==> config.mk <==
export PLATFORM = sky130hd
export DESIGN_NAME = prefix_sum_stage
export DESIGN_NICKNAME = d
export VERILOG_FILES = /design/src/rtl/prefix_sum_stage_pkg.sv /design/src/rtl/prefix_sum_stage_group_sum.sv /design/src/rtl/prefix_sum_stage.sv
export SDC_FILE = /design/constraint.sdc
export NUM_CORES = 1
export LEC_CHECK = 0
export CAP_MARGIN = 20
export CELL_PAD_IN_SITES_DETAIL_PLACEMENT = 2
export CELL_PAD_IN_SITES_GLOBAL_PLACEMENT = 2
export CORE_ASPECT_RATIO = 2
export CORE_MARGIN = 5
export CORE_UTILIZATION = 37
export CTS_CLUSTER_DIAMETER = 30
export DETAILED_ROUTE_END_ITERATION = 10
export GPL_TIMING_DRIVEN = 0
export HOLD_SLACK_MARGIN = 0.15
export PLACE_DENSITY_LB_ADDON = 0.05
export SLEW_MARGIN = 20
export SYNTH_ARGS = -nofsm -noshare
export SYNTH_HDL_FRONTEND = slang
export SYNTH_SLANG_ARGS = --single-unit
==> constraint.sdc <==
create_clock -name clk -period 25.1 [get_ports clk]
set_input_delay 5.02 -clock clk [delete_from_list [all_inputs] [get_ports clk]]
set_output_delay 5.02 -clock clk [all_outputs]
set_load 0.05 [all_outputs]
==> src/rtl/prefix_sum_stage_pkg.sv <==
// Shared constants for the wide prefix adder: default sizes and the
// bit positions of G and P inside each {G,P} pair from the tree.
package prefix_sum_stage_pkg;

   localparam int PFX_WIDTH    = 256;
   localparam int PFX_GROUP    = 8;
   localparam int PFX_TREESIZE = PFX_WIDTH / PFX_GROUP;
   localparam int PFX_G        = 1;
   localparam int PFX_P        = 0;

   function automatic bit is_pow2(input int n);
      return (n > 0) && ((n & (n - 1)) == 0);
   endfunction

endpackage

==> src/rtl/prefix_sum_stage_group_sum.sv <==
// One prefix group: GROUP-bit a+b+c, carry out of the group is dropped
// because the prefix tree already supplies every group carry.
module group_sum #(
   parameter int GROUP = 8
) (
   input  logic [GROUP-1:0] a,
   input  logic [GROUP-1:0] b,
   input  logic             c,
   output logic [GROUP-1:0] sum
);

   assign sum = a + b + {{(GROUP-1){1'b0}}, c};

endmodule

==> src/rtl/prefix_sum_stage.sv <==
// Final stage of the wide prefix adder: group carries from the tree,
// per-group sums, carry-out and overflow behind a 2-stage elastic pipe.
module prefix_sum_stage
   import prefix_sum_stage_pkg::*;
#(
   parameter int WIDTH    = PFX_WIDTH,
   parameter int GROUP    = PFX_GROUP,
   parameter int TREESIZE = WIDTH / GROUP
) (
   input  logic                  clk,
   input  logic                  rst,
   input  logic                  in_valid,
   output logic                  in_ready,
   input  logic [WIDTH-1:0]      in_a,
   input  logic [WIDTH-1:0]      in_b,
   input  logic                  in_cin,
   input  logic [TREESIZE*2-1:0] in_grp,
   output logic                  out_valid,
   input  logic                  out_ready,
   output logic [WIDTH-1:0]      out_sum,
   output logic                  out_cout,
   output logic                  out_ovf
);

   if ((WIDTH % GROUP) != 0 || TREESIZE != WIDTH / GROUP ||
       !is_pow2(TREESIZE) || TREESIZE < 8) begin : g_bad_cfg
      $error("prefix_sum_stage: illegal WIDTH/GROUP/TREESIZE");
   end

   logic                  s1_valid;
   logic [WIDTH-1:0]      s1_a;
   logic [WIDTH-1:0]      s1_b;
   logic                  s1_cin;
   logic [TREESIZE*2-1:0] s1_grp;
   logic                  s2_valid;
   logic                  s1_adv;
   logic                  s2_adv;

   assign s2_adv    = !s2_valid || out_ready;
   assign s1_adv    = !s1_valid || s2_adv;
   assign in_ready  = s1_adv;
   assign out_valid = s2_valid;

   logic [TREESIZE-1:0] gc;
   logic [WIDTH-1:0]    sum_c;
   logic                cout_c;
   logic                ovf_c;

   for (genvar i = 0; i < TREESIZE; i++) begin : g_grp
      if (i == 0) begin : g_c0
         assign gc[i] = s1_cin;
      end else begin : g_ci
         assign gc[i] = s1_grp[2*(i-1)+PFX_G] |
                        (s1_grp[2*(i-1)+PFX_P] & s1_cin);
      end
      group_sum #(.GROUP(GROUP)) u_gs (
         .a   (s1_a[i*GROUP +: GROUP]),
         .b   (s1_b[i*GROUP +: GROUP]),
         .c   (gc[i]),
         .sum (sum_c[i*GROUP +: GROUP])
      );
   end

   assign cout_c = s1_grp[2*(TREESIZE-1)+PFX_G] |
                   (s1_grp[2*(TREESIZE-1)+PFX_P] & s1_cin);
   assign ovf_c  = (s1_a[WIDTH-1] == s1_b[WIDTH-1]) &&
                   (sum_c[WIDTH-1] != s1_a[WIDTH-1]);

   always_ff @(posedge clk or posedge rst) begin
      if (rst) begin
         s1_valid <= 1'b0;
      end else if (s1_adv) begin
         s1_valid <= in_valid;
      end
   end

   // Payload needs no reset: it is only observed while s1_valid is set.
   always_ff @(posedge clk) begin
      if (s1_adv && in_valid) begin
         s1_a   <= in_a;
         s1_b   <= in_b;
         s1_cin <= in_cin;
         s1_grp <= in_grp;
      end
   end

   always_ff @(posedge clk or posedge rst) begin
      if (rst) begin
         s2_valid <= 1'b0;
         out_sum  <= '0;
         out_cout <= 1'b0;
         out_ovf  <= 1'b0;
      end else if (s2_adv) begin
         s2_valid <= s1_valid;
         if (s1_valid) begin
            out_sum  <= sum_c;
            out_cout <= cout_c;
            out_ovf  <= ovf_c;
         end
      end
   end

endmodule
Word-level counts from Yosys, hierarchy flattened
Cells that the tools add are included.
Widths: inputs -> output; s select.
{"block": "op_classes", "add_sub_neg": 64, "eq_ne": 2, "n_bitwise": 64, "n_reduce_logical": 7}
{"operator": "$add 8x1->8", "n": 32}
{"operator": "$add 8x8->8", "n": 32}
{"operator": "$and 1x1->1", "n": 32}
{"operator": "$or 1x1->1", "n": 32}
{"operator": "$logic_and 1x1->1", "n": 2}
{"operator": "$logic_not 1->1", "n": 2}
{"operator": "$logic_or 1x1->1", "n": 2}
{"operator": "$reduce_and 2->1", "n": 1}
{"operator": "$eq 1x1->1", "n": 1}
{"operator": "$ne 1x1->1", "n": 1}
{"block": "word_totals", "regBits": 837, "in_bits": 581}

Depth between registers and ports, before layout
{"block": "logic_depth", "word_depth": 5, "mapped_depth": 10, "mapped_depth_nobuf": 8}

Hierarchy
A second synthesis with hierarchy kept.
{"block": "unflattened", "cells_unflattened": 2534, "hier_area_um2": 39006.2}
{"mod": "prefix_sum_stage", "n_inst": 1, "cells_each": 1170, "area_per_inst_um2": 28120.7, "seq_area_each_um2": 23832.9}
{"mod": "group_sum (g_grp[0].u_gs ...)", "n_inst": 26, "cells_each": 43, "area_per_inst_um2": 345.3, "seq_area_each_um2": 0.0}
{"mod": "group_sum (g_grp[4].u_gs ...)", "n_inst": 6, "cells_each": 41, "area_per_inst_um2": 317.8, "seq_area_each_um2": 0.0}

Worst setup path before layout
No wires, ideal clock.
{"block": "synth_timing", "path_kind": "input -> register", "start": "input port out_ready", "end": "register s1_a[0] (enable)", "setup_time_ns": 1.015, "arrival_ns": 18.735, "t_required_ns": 24.085, "setup_slack_ns": 5.350, "cell_stages": 4, "cell_sequence": "nor2b_1 clkbuf_1 nand2_1 and2_1"}
{"block": "synth_via", "elab_chain_len": 3}
{"element": "start: declaration", "line": "prefix_sum_stage.sv:19", "source": "input logic out_ready,"}
{"element": "$logic_or 1x1->1", "line": "prefix_sum_stage.sv:39", "source": "assign s2_adv = !s2_valid || out_ready;"}
{"element": "$logic_or 1x1->1", "line": "prefix_sum_stage.sv:40", "source": "assign s1_adv = !s1_valid || s2_adv;"}
{"element": "net in_ready", "line": "prefix_sum_stage.sv:13", "source": "output logic in_ready,"}
{"element": "$logic_and 1x1->1", "line": "prefix_sum_stage.sv:79", "source": "if (s1_adv && in_valid) begin"}
{"element": "end signal: assignment", "line": "prefix_sum_stage.sv:80", "source": "s1_a <= in_a;"}
{"element": "end: declaration", "line": "prefix_sum_stage.sv:31", "source": "logic [WIDTH-1:0] s1_a;"}
The timed path passes the listed nets, and every way through them passes these cells.
A chain may end at the register's enable or synchronous reset.

Final worst setup path
{"block": "layout_timing", "start": "input port out_ready", "end": "output port in_ready"}
{"block": "layout_via", "elab_chain_len": 2}
{"element": "$logic_or 1x1->1", "line": "prefix_sum_stage.sv:39"}
{"element": "$logic_or 1x1->1", "line": "prefix_sum_stage.sv:40"}
{"element": "end: declaration", "line": "prefix_sum_stage.sv:13"}
Every way passes these cells.

==> qor.yml <==
status: "completed"
power.density_mw_per_mm2: 97.6
final_common_cell: "clkdlybuf4s50_1"
wl_per_cell_um: 32.7
die_x_um: 238
ir_worst_vdd_mv: 0.0724
ant_nets: 0
yosysSeqAreaShare_pct: 61.9
synth_area_leaders: "edfxtp_1 45%, dfrtp_1 17%, ha_1 6.2%, fa_1 3.3%, nand2_1 3.1%"
grt_usage_pct: 30.4
fp-row-count: 167
worstPathRequired_ns: 20.08
leakage_nw: 21.3
nets: 4649
yosys.area.top_type: "edfxtp_1"
path_max_fanout: 10
synth-seq-cells: 837
p_clk_share_pct: 39.8
slew_viol_final: 0
synthFlopType: "edfxtp_1"
gr-total-overflow: 0
slew_headroom_pct: 20.0
cts_setup_buffers: 0
cts_tree: "built"
critPathLaunchType: "input port"
final_cell_mix: "840 x clkdlybuf4s50_1, 577 x edfxtp_1, 317 x nand2_1"
fillers: 9641
place_congestion: 0.884
dp_hpwl_um: 130000
maxCapViolCount: 0
num_vias: 30300
power.total_mw: 5.30
antenna_found_initial: 50
ios: 841
top_layer: "met5"
fin_crit_ns: 12.83
clock_path_buffers: 3
root_buffer: "clkbuf_16"
cts_hold_buf: 0
core_area_mm2: 0.103
yosysWarnings: 0
rsz0062_at_grt: "false"
cts-resized-gates: 0
initial_core_util_pct: 37.2
power.share.sequential_pct: 33.5
finalClockSkew_ns: 0.0405
drt_wl_total_um: 174000
htree_levels: 4
grt_pass1_wl_um: 245000
dieHeight_um: 466
hp-class: "flop to flop"
crit_type: "input port to output pin"
wl_met3_um: 15000
wl_met1_um: 60700
synth_fp_nets: 3643
synth_top_area_share_pct: 45.0
met2WireLength_um: 89600
firstDrtPassIters: 5
worstMarginPinSlew_ns: 1.20
drc_errors: 0
internal-power_mw: 3.48
area_delta_synth_final_pct: 41.1
postSynthAreaPerCell_um2: 13.7
synthArstFlopShare_pct: 31.1
drt_iter0_drc: 1584
switchingPower_mw: 1.82
arrival_ns: 7.81
post-route-period-util_pct: 51.1
cts_made_buffers: 146
p_sw_share_pct: 34.3
clk_latency_ns: 0.77
clk_pin_slew_worst_paths_ns: 0.06
portBuffers: 840
final_hold_viol_count: 0
synth_cell_types: 54
via_per_inst: 5.71
pwr-share-comb_pct: 26.6
clock-sinks: 837
netlist_area_mm2: 0.0385
cp-end-kind: "output pin"
fin_tns_setup_ns: 0
setup-violations-final: 0
drive_above_1_share_pct: 9.07
dieArea_mm2: 0.111
grt_max_degree: 65
synthCells: 2806
synth_edf_count: 577
fmax_ghz: 0.0779
first_global_vias: 35200
## synthesized netlist by cell type (all sizes together), types with 48 or more instances
cell    instances
a21oi          98
ha            192
edfxtp        577
dfrtp         260
fa             64
xor2           91
or4b           48
nand3          94
a21o           92
buf            55
nand4b        105
a211oi         59
o21ai         170
nand2         318
## state kept, by name, indices dropped and copies added (netlist names)
name       count
out_cout       1
out_ovf        1
out_sum      256
out_valid      1
s1_a         256
s1_b         256
s1_cin         1
s1_grp        64
s1_valid       1
## per-stage QoR
| step | worst slack [ns] | util [%] | instances | cell area, µm² | hold WS (ns) |
|---|---|---|---|---|---|
| final | 12.27 | 52.5 | 5310 | 54300 | 0.479 |
| after global routing | 12.19 | 52.4 | 5293 | 54200 | 0.508 |
| after CTS | 12.27 | 52.4 | 5289 | 54200 | 0.481 |
| after detailed placement | 12.29 | 47.4 | 5016 | 49100 | 0.469 |
| after global placement | -1.13 | 47.0 | 4998 | 48600 | 0.459 |
| after floorplan | 5.35 | - | 2806 | 38500 | 0.484 |
## power groups by stage
stage                     Combinational, mW  Clock, mW  Sequential [mW]
after floorplan                       0.385          0             2.20
after global placement                 1.34          0             1.84
after detailed placement               1.40          0             1.80
after CTS                              1.42       2.14             1.78
after global routing                   1.47       2.21             1.79
final                                  1.41       2.11             1.78
## routing by layer
layer | vias up | global-route usage [%]
met3 | 406 | 11.2
met1 | 15600 | 31.9
met5 | - | 0
li1 | 13000 | -
met4 | 60 | 12.5
met2 | 1255 | 54.7
## final timing paths
| kind | startpoint | cells after the start | slack (ns) | endpoint |
|---|---|---|---|---|
| setup / recovery | out_ready | 5 | 12.27 | in_ready |
| hold / removal | out_sum[248] | 2 | 0.48 | out_sum[248] |
| setup reg to reg | s1_cin | 10 | 21.44 | out_sum[254] |
| hold reg to reg | out_sum[248] | 2 | 0.48 | out_sum[248] |
| max in group asynchronous | rst | 4 | 19.20 | out_sum[102] |
| min in group asynchronous | rst | 2 | 4.73 | out_sum[204] |
## kinds of logic after synthesis
| kind of cell | count (synthesis) | share of synthesized area, % |
|---|---|---|
| xor gates and xnor gates | 125 | 2.84 |
| AOI/OAI and AO/OA | 666 | 12.1 |
| and+or+nand+nor | 768 | 11.2 |
| DFF | 837 | 61.9 |
| muxes | 30 | 0.871 |
| adders and majority gates | 256 | 9.57 |
| buffers and inverters | 124 | 1.48 |
## cell type report
cell class	instances	area, µm²	area share (%)
clock buffers	167	3890	7.17
multi-input cells	1845	14100	25.9
inverters	22	90.1	0.166
repair buffers	858	8870	16.3
diodes	21	52.6	0.0968
well taps	1352	1690	3.12
plain buffers	102	494	0.910
clock inverters	106	1270	2.35
flip-flops and latches	837	23800	43.9
## worst max-delay path, cell delays in order
cell             delay (ns)
clkdlybuf4s50_1        0.41
nor2b_1                0.55
clkbuf_1               0.75
nand2_1                0.23
clkdlybuf4s50_1        0.83
Power figures use the tool's default switching activity.
